==> src/rtl/swap_pkg.sv <==
// Shared state and datapath-select encodings for swap_arbiter.
// SWAP_ARB_SKIP_SAME_EN adds the one-cycle SKIP state and widens the state to 3 bits.
package swap_pkg;

`ifdef SWAP_ARB_SKIP_SAME_EN
   localparam int STATE_W = 3;
`else
   localparam int STATE_W = 2;
`endif

   typedef enum logic [STATE_W-1:0] {
      IDLE = STATE_W'(0),
      PH1  = STATE_W'(1),
      PH2  = STATE_W'(2),
      PH3  = STATE_W'(3)
`ifdef SWAP_ARB_SKIP_SAME_EN
      , SKIP = STATE_W'(4)
`endif
   } state_t;

   typedef enum logic [1:0] {
      SEL_IDLE  = 2'd0,
      SEL_TMP_A = 2'd1,
      SEL_A_B   = 2'd2,
      SEL_B_TMP = 2'd3
   } sel_t;

endpackage

==> src/rtl/rr_pick.sv <==
// Combinational round-robin picker: first requester at or after ptr+1, wrapping.
module rr_pick #(
   parameter int N_REQ = 4,
   parameter int IDX_W = 2
) (
   input  logic [N_REQ-1:0] req,
   input  logic [IDX_W-1:0] ptr,
   output logic [N_REQ-1:0] winner,
   output logic [IDX_W-1:0] win_idx,
   output logic             any
);

   int               cand;
   logic [IDX_W-1:0] cand_idx;

   // Walk the N_REQ candidates in priority order; the first one raised wins.
   always_comb begin
      winner   = '0;
      win_idx  = '0;
      any      = 1'b0;
      cand     = 0;
      cand_idx = '0;
      for (int i = 1; i <= N_REQ; i++) begin
         cand     = (int'(ptr) + i) % N_REQ;
         cand_idx = IDX_W'(cand);
         if (!any && req[cand_idx]) begin
            any              = 1'b1;
            win_idx          = cand_idx;
            winner           = '0;
            winner[cand_idx] = 1'b1;
         end
      end
   end

endmodule

==> src/rtl/swap_arbiter.sv <==
// Round-robin arbiter sequencing a shared register-file swap datapath (temp<-A, A<-B, B<-temp).
// Define SWAP_ARB_SKIP_SAME_EN to complete same-address swaps in a single SKIP cycle.
module swap_arbiter
   import swap_pkg::*;
#(
   parameter int N_REQ  = 4,
   parameter int ADDR_W = 3
) (
   input  logic                    clk,
   input  logic                    reset_n,
   input  logic [N_REQ-1:0]        req,
   input  logic [N_REQ*ADDR_W-1:0] addr_a,
   input  logic [N_REQ*ADDR_W-1:0] addr_b,
   output logic [N_REQ-1:0]        gnt,
   output logic [N_REQ-1:0]        done,
   output logic [1:0]              sel,
   output logic                    w,
   output logic                    tmp_we,
   output logic                    rf_we,
   output logic [ADDR_W-1:0]       rf_raddr,
   output logic [ADDR_W-1:0]       rf_waddr
);

   localparam int IDX_W = $clog2(N_REQ);

   state_t            state;
   state_t            state_next;
   sel_t              sel_d;
   logic [N_REQ-1:0]  gnt_q;
   logic [ADDR_W-1:0] a_q;
   logic [ADDR_W-1:0] b_q;
   logic [IDX_W-1:0]  ptr;
   logic [N_REQ-1:0]  winner;
   logic [IDX_W-1:0]  win_idx;
   logic              any;
   logic [ADDR_W-1:0] win_a;
   logic [ADDR_W-1:0] win_b;

   rr_pick #(
      .N_REQ (N_REQ),
      .IDX_W (IDX_W)
   ) u_pick (
      .req     (req),
      .ptr     (ptr),
      .winner  (winner),
      .win_idx (win_idx),
      .any     (any)
   );

   assign win_a = addr_a[int'(win_idx)*ADDR_W +: ADDR_W];
   assign win_b = addr_b[int'(win_idx)*ADDR_W +: ADDR_W];

   always_ff @(posedge clk or negedge reset_n) begin
      if (!reset_n) begin
         state <= IDLE;
      end else begin
         state <= state_next;
      end
   end

   // Grant, addresses and pointer are captured only when leaving IDLE; gnt drops with the last cycle.
   always_ff @(posedge clk or negedge reset_n) begin
      if (!reset_n) begin
         gnt_q <= '0;
         a_q   <= '0;
         b_q   <= '0;
         ptr   <= IDX_W'(N_REQ - 1);
      end else if (state == IDLE && any) begin
         gnt_q <= winner;
         a_q   <= win_a;
         b_q   <= win_b;
         ptr   <= win_idx;
      end else if (state_next == IDLE) begin
         gnt_q <= '0;
      end
   end

   always_comb begin
      state_next = state;
      case (state)
         IDLE: begin
            if (any) begin
`ifdef SWAP_ARB_SKIP_SAME_EN
               state_next = (win_a == win_b) ? SKIP : PH1;
`else
               state_next = PH1;
`endif
            end
         end
         PH1:     state_next = PH2;
         PH2:     state_next = PH3;
         PH3:     state_next = IDLE;
         default: state_next = IDLE;
      endcase
   end

   // Idle addresses keep showing the last latched pair.
   always_comb begin
      sel_d    = SEL_IDLE;
      tmp_we   = 1'b0;
      rf_we    = 1'b0;
      done     = '0;
      rf_raddr = a_q;
      rf_waddr = b_q;
      case (state)
         PH1: begin
            sel_d  = SEL_TMP_A;
            tmp_we = 1'b1;
         end
         PH2: begin
            sel_d    = SEL_A_B;
            rf_raddr = b_q;
            rf_waddr = a_q;
            rf_we    = 1'b1;
         end
         PH3: begin
            sel_d = SEL_B_TMP;
            rf_we = 1'b1;
            done  = gnt_q;
         end
`ifdef SWAP_ARB_SKIP_SAME_EN
         SKIP: begin
            done = gnt_q;
         end
`endif
         default: begin
         end
      endcase
   end

   assign sel = sel_d;
   assign w   = (sel_d != SEL_IDLE);
   assign gnt = gnt_q;

endmodule
==> config.mk <==
export PLATFORM = sky130hd
export DESIGN_NAME = swap_arbiter
export DESIGN_NICKNAME = d
export VERILOG_FILES = /design/src/rtl/swap_pkg.sv /design/src/rtl/rr_pick.sv /design/src/rtl/swap_arbiter.sv
export SDC_FILE = /design/constraint.sdc
export NUM_CORES = 1
export LEC_CHECK = 0
export ABC_AREA = 1
export BUFFER_PORTS_ARGS = -buffer_cell sky130_fd_sc_hd__clkbuf_2
export CAP_MARGIN = 20
export CORE_ASPECT_RATIO = 1.75
export CORE_UTILIZATION = 45
export DETAILED_ROUTE_END_ITERATION = 8
export PLACE_DENSITY = 0.86
export SLEW_MARGIN = 10
export SYNTH_ARGS = -nofsm -noshare
export SYNTH_HDL_FRONTEND = slang
export SYNTH_SLANG_ARGS = --single-unit
==> constraint.sdc <==
create_clock -name clk -period 2.5 [get_ports clk]
set_clock_uncertainty 0.15 [all_clocks]
set_input_delay 0.5 -clock clk [delete_from_list [all_inputs] [get_ports clk]]
set_output_delay 0.5 -clock clk [all_outputs]
set_load 0.02 [all_outputs]
==> results of run 1 <==
## cell families after synthesis
group	after synthesis	share of synthesized area (%)
fa+ha+maj	13	10.46
flops	14	22.69
buf+inv	51	14.64
compound gates	21	8.448
simple gates	142	43.77
## area by class of cell
type                    count  area, sq um  share of cell area, %
clock buffers               4        55.05                  2.850
inverters                  44        170.2                  8.808
multi-input cells         176        999.7                  51.75
flip-flops and latches     14        352.8                  18.26
well taps                  43        53.80                  2.785
repair buffers             56        300.3                  15.54
## flip-flops by register name (all words and copies together) (netlist names)
| signal | count |
|---|---|
| ptr | 2 |
| gnt | 4 |
| b_q | 3 |
| state | 2 |
| a_q | 3 |
## stage by stage
step	area, sq um	TNS [ns]	utilization (%)	hold slack, ns
CTS	1897	0	59.10	0.009667
global route	1932	-0.001223	60.19	0.02180
finish	1932	0	60.19	-0.002448
global placement	1837	0	57.23	0.2650
detailed placement	1837	0	57.23	0.2719
floorplan	1555	0	-	0.05441
## synth_stat cells (all sizes together)
cell     n
a21oi    3
a22oi    3
buf      6
clkbuf   1
dfrtp   12
dfstp    2
ha      13
inv     44
nand2   88
nand3   40
nand3b   1
nand4    2
nor2     9
o211ai   3
o21a     1
o21ai   10
o22ai    1
or2      2
## worst register-to-register path, stage by stage, from the launching register on
cell and delay [ns]:
dfstp_2 0.57, inv_6 0.07, ha_4 0.29, inv_1 0.08
nand3_1 0.11, nand2_2 0.12, a21oi_1 0.16, nand2_1 0.08
nand2_2 0.12, buf_4 0.18, nand3_1 0.09, nand3_1 0.09
nand2_1 0.05, nand2_1 0.05, nand2_1 0.05
## what timing repair did
item,4_1_cts,5_1_grt
pin swaps,0,1
resized for setup,1,4
buffers inserted,0,2
endpoints found under the setup margin,1,11
## layer usage
layer / GRT usage (%) / up-vias
li1: - / 862
met2: 39.86 / 56
met5: 0 / -
met4: 12.06 / 0
met1: 23.00 / 760
met3: 1.810 / 12
## worst min-delay path by stage
stage          slack, ns       end  cells after the start
2_1_floorplan       0.05    a_q[0]                      0
3_3_place_gp        0.27    gnt[3]                      1
3_5_place_dp        0.27    gnt[2]                      1
4_1_cts             0.01    gnt[2]                      1
5_1_grt             0.02    b_q[2]                      1
6_report          -0.002  state[0]                      1
==> results.sh, run 1 <==
export IMPL_nFillCells=325
export IMPL_fp_dieH_um=79.77
export IMPL_mostFrequentLayoutCells="nand2_1 (76), clkbuf_2 (48), inv_1 (43)"
export IMPL_fin_crit_ns=2.366
export IMPL_synth_top_cells_by_area="dfrtp_1 (19%), nand2_1 (19%), nand3_1 (12%), ha_1 (10%), inv_1 (10%)"
export IMPL_preCtsSetupSlack_ns=0.002917
export IMPL_overflow=0
export IMPL_cp_end_kind="flip-flop"
export IMPL_grt_pass1_wl_um=6085
export IMPL_path_common_cell="nand2_1"
export IMPL_finalNetCount=338
export IMPL_antenna_found_initial=0
export IMPL_cp_buffers_inverters=3
export IMPL_crit_chain="inv_6 > ha_4 > inv_1 > nand3_1 > nand2_2 > a21oi_1 > nand2_1 > nand2_2 > buf_4 > nand3_1 > nand3_1 > nand2_1 > nand2_1 > nand2_1"
export IMPL_cp_startpoint="ptr[0]"
export IMPL_crit_end="a_q[1]"
export IMPL_routed_wl_met3_um=137
export IMPL_layout_drive_gt1_share_pct=28.57
export IMPL_crit_slowest_cell="dfstp_2"
export IMPL_cp_data_required_time_ns=2.49
export IMPL_setup_ws_ns=0.1336
export IMPL_fmax_mhz=422.6
export IMPL_vias=1690
export IMPL_critPathArrivalTime_ns=2.35
export IMPL_diodes=0
export IMPL_timing_final_crit_share_pct=94.66
export IMPL_slew_viol_final=0
export IMPL_whs_ns=-0.002448
export IMPL_rrSetupSlack_ns=0.13
export IMPL_routed_wl_um=3749
export IMPL_tightest_slew_ns=0.3471
export IMPL_synth_seq_area_share_pct=22.69
export IMPL_cts_clk_slew_worst_paths_ns=0.06
export IMPL_path_max_fanout=11
export IMPL_syn_num_nets=284
export IMPL_initial_utilization_pct=48.46
export IMPL_cts_root_buf="clkbuf_8"
export IMPL_numCtsBuffers=3
export IMPL_synth_largest_area_cell="dfrtp_1"
export IMPL_drt_antenna_violating_nets=0
export IMPL_gp_congestion=0.9061
export IMPL_drtIter0Drc=37
export IMPL_synth_top_area_share_pct=19.31
export IMPL_grt_max_degree=15
export IMPL_ys_warn_count=0
export IMPL_rows=27
export IMPL_cts_sinks=14
export IMPL_worstSkewPairLatency_ns=0.25
export IMPL_hpwlAfterDp_um=3037
export IMPL_layout_commonest_cell="nand2_1"
export IMPL_gr_usage_all_layers_pct=22.03
export IMPL_cpLargestDelayFamily="simple AND/OR/NAND/NOR gates"
export IMPL_grt_pass1_vias=1482
export IMPL_numPortBuffers=48
export IMPL_dp_cells=331
export IMPL_reg2reg_depth=14
export IMPL_first_pass_iters=4
export IMPL_post_route_drc_count=0
export IMPL_violations="hold timing"
export IMPL_clockBufferDepth=2
export IMPL_m1WireLength_um=1363
export IMPL_synth_cells=241
export IMPL_htree_levels=1
export IMPL_cts_tree="yes"
export IMPL_dieWidth_um=46.44
export IMPL_layoutNonFillerInstCount=337
export IMPL_via_per_inst=5.015
export IMPL_cp_depth=14
export IMPL_avgSynthCellArea_sq_um=6.453
export IMPL_hold_buffers=0
export IMPL_dieArea_sq_mm=0.003705
export IMPL_highest_signal_layer="met4"
export IMPL_ys_ff_latch=14
export IMPL_reg2reg_to="a_q[1]"
export IMPL_status="finished, violations left"
export IMPL_post_drt_wl_per_cell_um=11.12
export IMPL_core_sq_mm=0.003209
export IMPL_area_delta_synth_final_pct=24.22
export IMPL_syn_area_sq_mm=0.001555
export IMPL_max_slew_margin_pct=76.86
export IMPL_maxCapViolCount=0
export IMPL_final_hold_viol_count=8
export IMPL_cp_start_kind="flip-flop"
export IMPL_worstSetupPathType="flip-flop to flip-flop"
export IMPL_cpPeakStageDelay_ns=0.57
export IMPL_met2_length_um=2114
export IMPL_r2r_start="ptr[0]"
export IMPL_io_pins=49
export IMPL_setup_viol=0
export IMPL_hold_path_class="input pin to asynchronous set/reset pin"
export IMPL_synth_cell_type_count=30
Power of run 1 is not shown: default switching activity piles up to over one toggle a cycle in this logic, so the estimate is an artifact.
==> run 2, diff against run 1 <==
--- a/config.mk
+++ b/config.mk
@@ -7,12 +7,13 @@
 export LEC_CHECK = 0
 export ABC_AREA = 1
 export BUFFER_PORTS_ARGS = -buffer_cell sky130_fd_sc_hd__clkbuf_2
-export CAP_MARGIN = 20
 export CORE_ASPECT_RATIO = 1.75
+export CORE_MARGIN = 4
 export CORE_UTILIZATION = 45
 export DETAILED_ROUTE_END_ITERATION = 8
 export PLACE_DENSITY = 0.86
 export SLEW_MARGIN = 10
 export SYNTH_ARGS = -nofsm -noshare
 export SYNTH_HDL_FRONTEND = slang
+export SYNTH_HIERARCHICAL = 1
 export SYNTH_SLANG_ARGS = --single-unit
==> run 2 against run 1 <==
  * Area after synthesis shrank 1.4%
  * Worst hold slack lost 0.0041 ns
  * Largest cell class unchanged
  * Flip-flop and latch count is the same
  * Synthesized cell count fell by 3.3%
  * Final area is 1.7% lower
  * Via count shrank 7.5%
  * Global-route usage shrank 4.9 points
  * Cell count shrank 2.7%
  * Critical endpoint is now b_q[2]
  * Utilization shrank 1.0 points
  * The run still ends with hold timing left
==> results.sh, run 2 <==
export IMPL_status="finished, violations left"
export IMPL_violations="hold timing"
export IMPL_crit_chain="inv_8 > ha_2 > inv_2 > nand2_1 > nand2_4 > inv_4 > nor2_4 > nand3_1 > nand2_2 > nor2_1 > nand2_1 > nand3_1"
export IMPL_cts_sinks=14
export IMPL_crit_slowest_cell="dfstp_2"
export IMPL_cp_startpoint="ptr[0]"
export IMPL_htree_levels=1
export IMPL_synth_cells=233
export IMPL_grt_max_degree=15
export IMPL_post_route_drc_count=0
export IMPL_mostFrequentLayoutCells="nand2_1 (79), clkbuf_2 (48), inv_1 (33)"
export IMPL_yosys_area_share_simple_pct=44.41
export IMPL_critPathArrivalTime_ns=2.34
export IMPL_hold_buffers=0
export IMPL_tightest_slew_ns=0.3382
export IMPL_max_slew_margin_pct=77.46
export IMPL_reg2reg_depth=12
export IMPL_crit_end="b_q[2]"
export IMPL_layout_drive_gt1_share_pct=31.23
export IMPL_finalNetCount=331
export IMPL_syn_num_nets=277
export IMPL_dp_cells=325
export IMPL_numCtsBuffers=3
export IMPL_largest_register_ffs=4
export IMPL_path_max_fanout=9
export IMPL_grt_pass1_vias=1444
export IMPL_gp_congestion=0.8414
export IMPL_initial_utilization_pct=47.76
export IMPL_synth_top_cells_by_area="dfrtp_1 (20%), nand2_1 (19%), ha_1 (11%), inv_1 (8.1%), nand3_1 (7.8%)"
export IMPL_synth_ff_type="dfrtp_1"
export IMPL_cts_root_buf="clkbuf_8"
export IMPL_worstSkewPairLatency_ns=0.25
export IMPL_synthArstFlopShare_pct=100.0
export IMPL_cpPeakStageDelay_ns=0.58
export IMPL_rsz0062_at_grt="false"
export IMPL_post_drt_wl_per_cell_um=10.61
export IMPL_hold_path_class="input pin to asynchronous set/reset pin"
export IMPL_synth_compound_area_share_pct=8.408
export IMPL_area_delta_synth_final_pct=23.92
export IMPL_fp_dieH_um=85.21
export IMPL_cts_clk_slew_worst_paths_ns=0.05
export IMPL_hpwlAfterDp_um=2956
export IMPL_ys_warn_count=6
export IMPL_rows=27
export IMPL_layout_commonest_cell="nand2_1"
export IMPL_rrSetupSlack_ns=0.20
export IMPL_r2r_start="ptr[0]"
export IMPL_yosysMostFrequentCell="nand2_1"
export IMPL_dieArea_sq_mm=0.004440
export IMPL_first_pass_iters=4
export IMPL_io_pins=49
export IMPL_final_hold_viol_count=12
export IMPL_synth_top_family_by_area="simple AND/OR/NAND/NOR gates"
export IMPL_grt_pass1_wl_um=6072
export IMPL_routed_wl_um=3479
export IMPL_cp_data_required_time_ns=2.53
export IMPL_maxCapViolCount=0
export IMPL_numPortBuffers=48
export IMPL_diodes=0
export IMPL_synth_seq_area_share_pct=23.02
export IMPL_synth_largest_area_cell="dfrtp_1"
export IMPL_synth_xor_area_share_pct=0
export IMPL_vias=1563
export IMPL_whs_ns=-0.006537
export IMPL_via_per_inst=4.765
export IMPL_avgSynthCellArea_sq_um=6.578
export IMPL_fmax_mhz=434.6
export IMPL_slew_viol_final=0
export IMPL_worstSetupPathType="flip-flop to flip-flop"
export IMPL_clockBufferDepth=2
export IMPL_overflow=0
export IMPL_fin_crit_ns=2.301
export IMPL_gr_usage_all_layers_pct=17.13
export IMPL_synth_cell_type_count=28
export IMPL_cp_start_kind="flip-flop"
export IMPL_cp_end_kind="flip-flop"
export IMPL_syn_area_sq_mm=0.001533
export IMPL_timing_final_crit_share_pct=92.04
export IMPL_cts_tree="yes"
export IMPL_synthTopCellsByCount="nand2_1 (79), inv_1 (33), nand3_1 (24)"
export IMPL_synth_fa_ha_area_share_pct=11.43
export IMPL_setup_viol=0
export IMPL_synth_edf_count=0
export IMPL_ys_ff_latch=14
export IMPL_synth_mux_area_share_pct=0
export IMPL_synth_top_area_share_pct=19.59
export IMPL_dieWidth_um=52.12
export IMPL_core_sq_mm=0.003209
export IMPL_drt_antenna_violating_nets=0
export IMPL_setup_tns_ns=0
export IMPL_layoutNonFillerInstCount=328
export IMPL_antenna_found_initial=0
export IMPL_drtIter0Drc=39
export IMPL_reg2reg_to="b_q[2]"
[run 2: how the worst min path moves through the flow]
stage	from	endpoint	slack, ns	cells past startpoint
2_1_floorplan	reset_n	a_q[0]	0.05	0
3_3_place_gp	reset_n	gnt[2]	0.27	1
3_5_place_dp	reset_n	gnt[2]	0.27	1
4_1_cts	reset_n	gnt[2]	0.008	1
5_1_grt	reset_n	a_q[2]	0.03	1
6_report	reset_n	gnt[2]	-0.007	1
[run 2: layer usage]
| layer | wire (um) | vias to the layer above | part of all wire [%] | GRT usage (%) |
|---|---|---|---|---|
| met5 | 0 | - | 0 | 0 |
| met4 | 99 | 0 | 2.8 | 9.547 |
| met3 | 131 | 9 | 3.8 | 0.7030 |
| met2 | 1894 | 38 | 54 | 30.13 |
| met1 | 1354 | 685 | 39 | 19.87 |
| li1 | - | 831 | - | - |
[run 2: worst max-delay path, delay by kind of cell, from the launching register on]
kind / cells / cell delay [ns]
simple gates: 8 / 0.94
flops: 1 / 0.58
fa+ha+maj: 1 / 0.36
buf+inv: 3 / 0.20
[run 2: area by class of cell]
type,instances,area (sq um)
repair buffers,55,296.5
inverters,37,151.4
fillers,302,1310
multi-input cells,176,1003
well taps,43,53.80
clock buffers,3,41.29
flip-flops and latches,14,352.8
[run 2: cell families (layout without fill, tap and decap cells)]
kind of cell | count (synthesis) | after routing
AOI/OAI and AO/OA | 23 | 23
DFF | 14 | 14
and+or+nand+nor | 139 | 139
adders and majority gates | 14 | 14
buffers and inverters | 43 | 95
[run 2: stage by stage]
step / cell area [sq um] / util, % / setup slack, ns / hold slack (ns)
finish: 1899 / 59.18 / 0.1989 / -0.006537
global route: 1899 / 59.18 / 0.0007441 / 0.02740
CTS: 1874 / 58.40 / 0.06870 / 0.007563
detailed placement: 1833 / 57.12 / 0.06915 / 0.2742
global placement: 1833 / 57.12 / 0.1356 / 0.2668
floorplan: 1533 / - / 0.02884 / 0.05441
[run 2: timing repair]
action                                  4_1_cts  5_1_grt
gates resized for setup                       0        7
endpoints found under the setup margin        0        6
buffers inserted                              0        0
Power of run 2 is left out for the same reason.
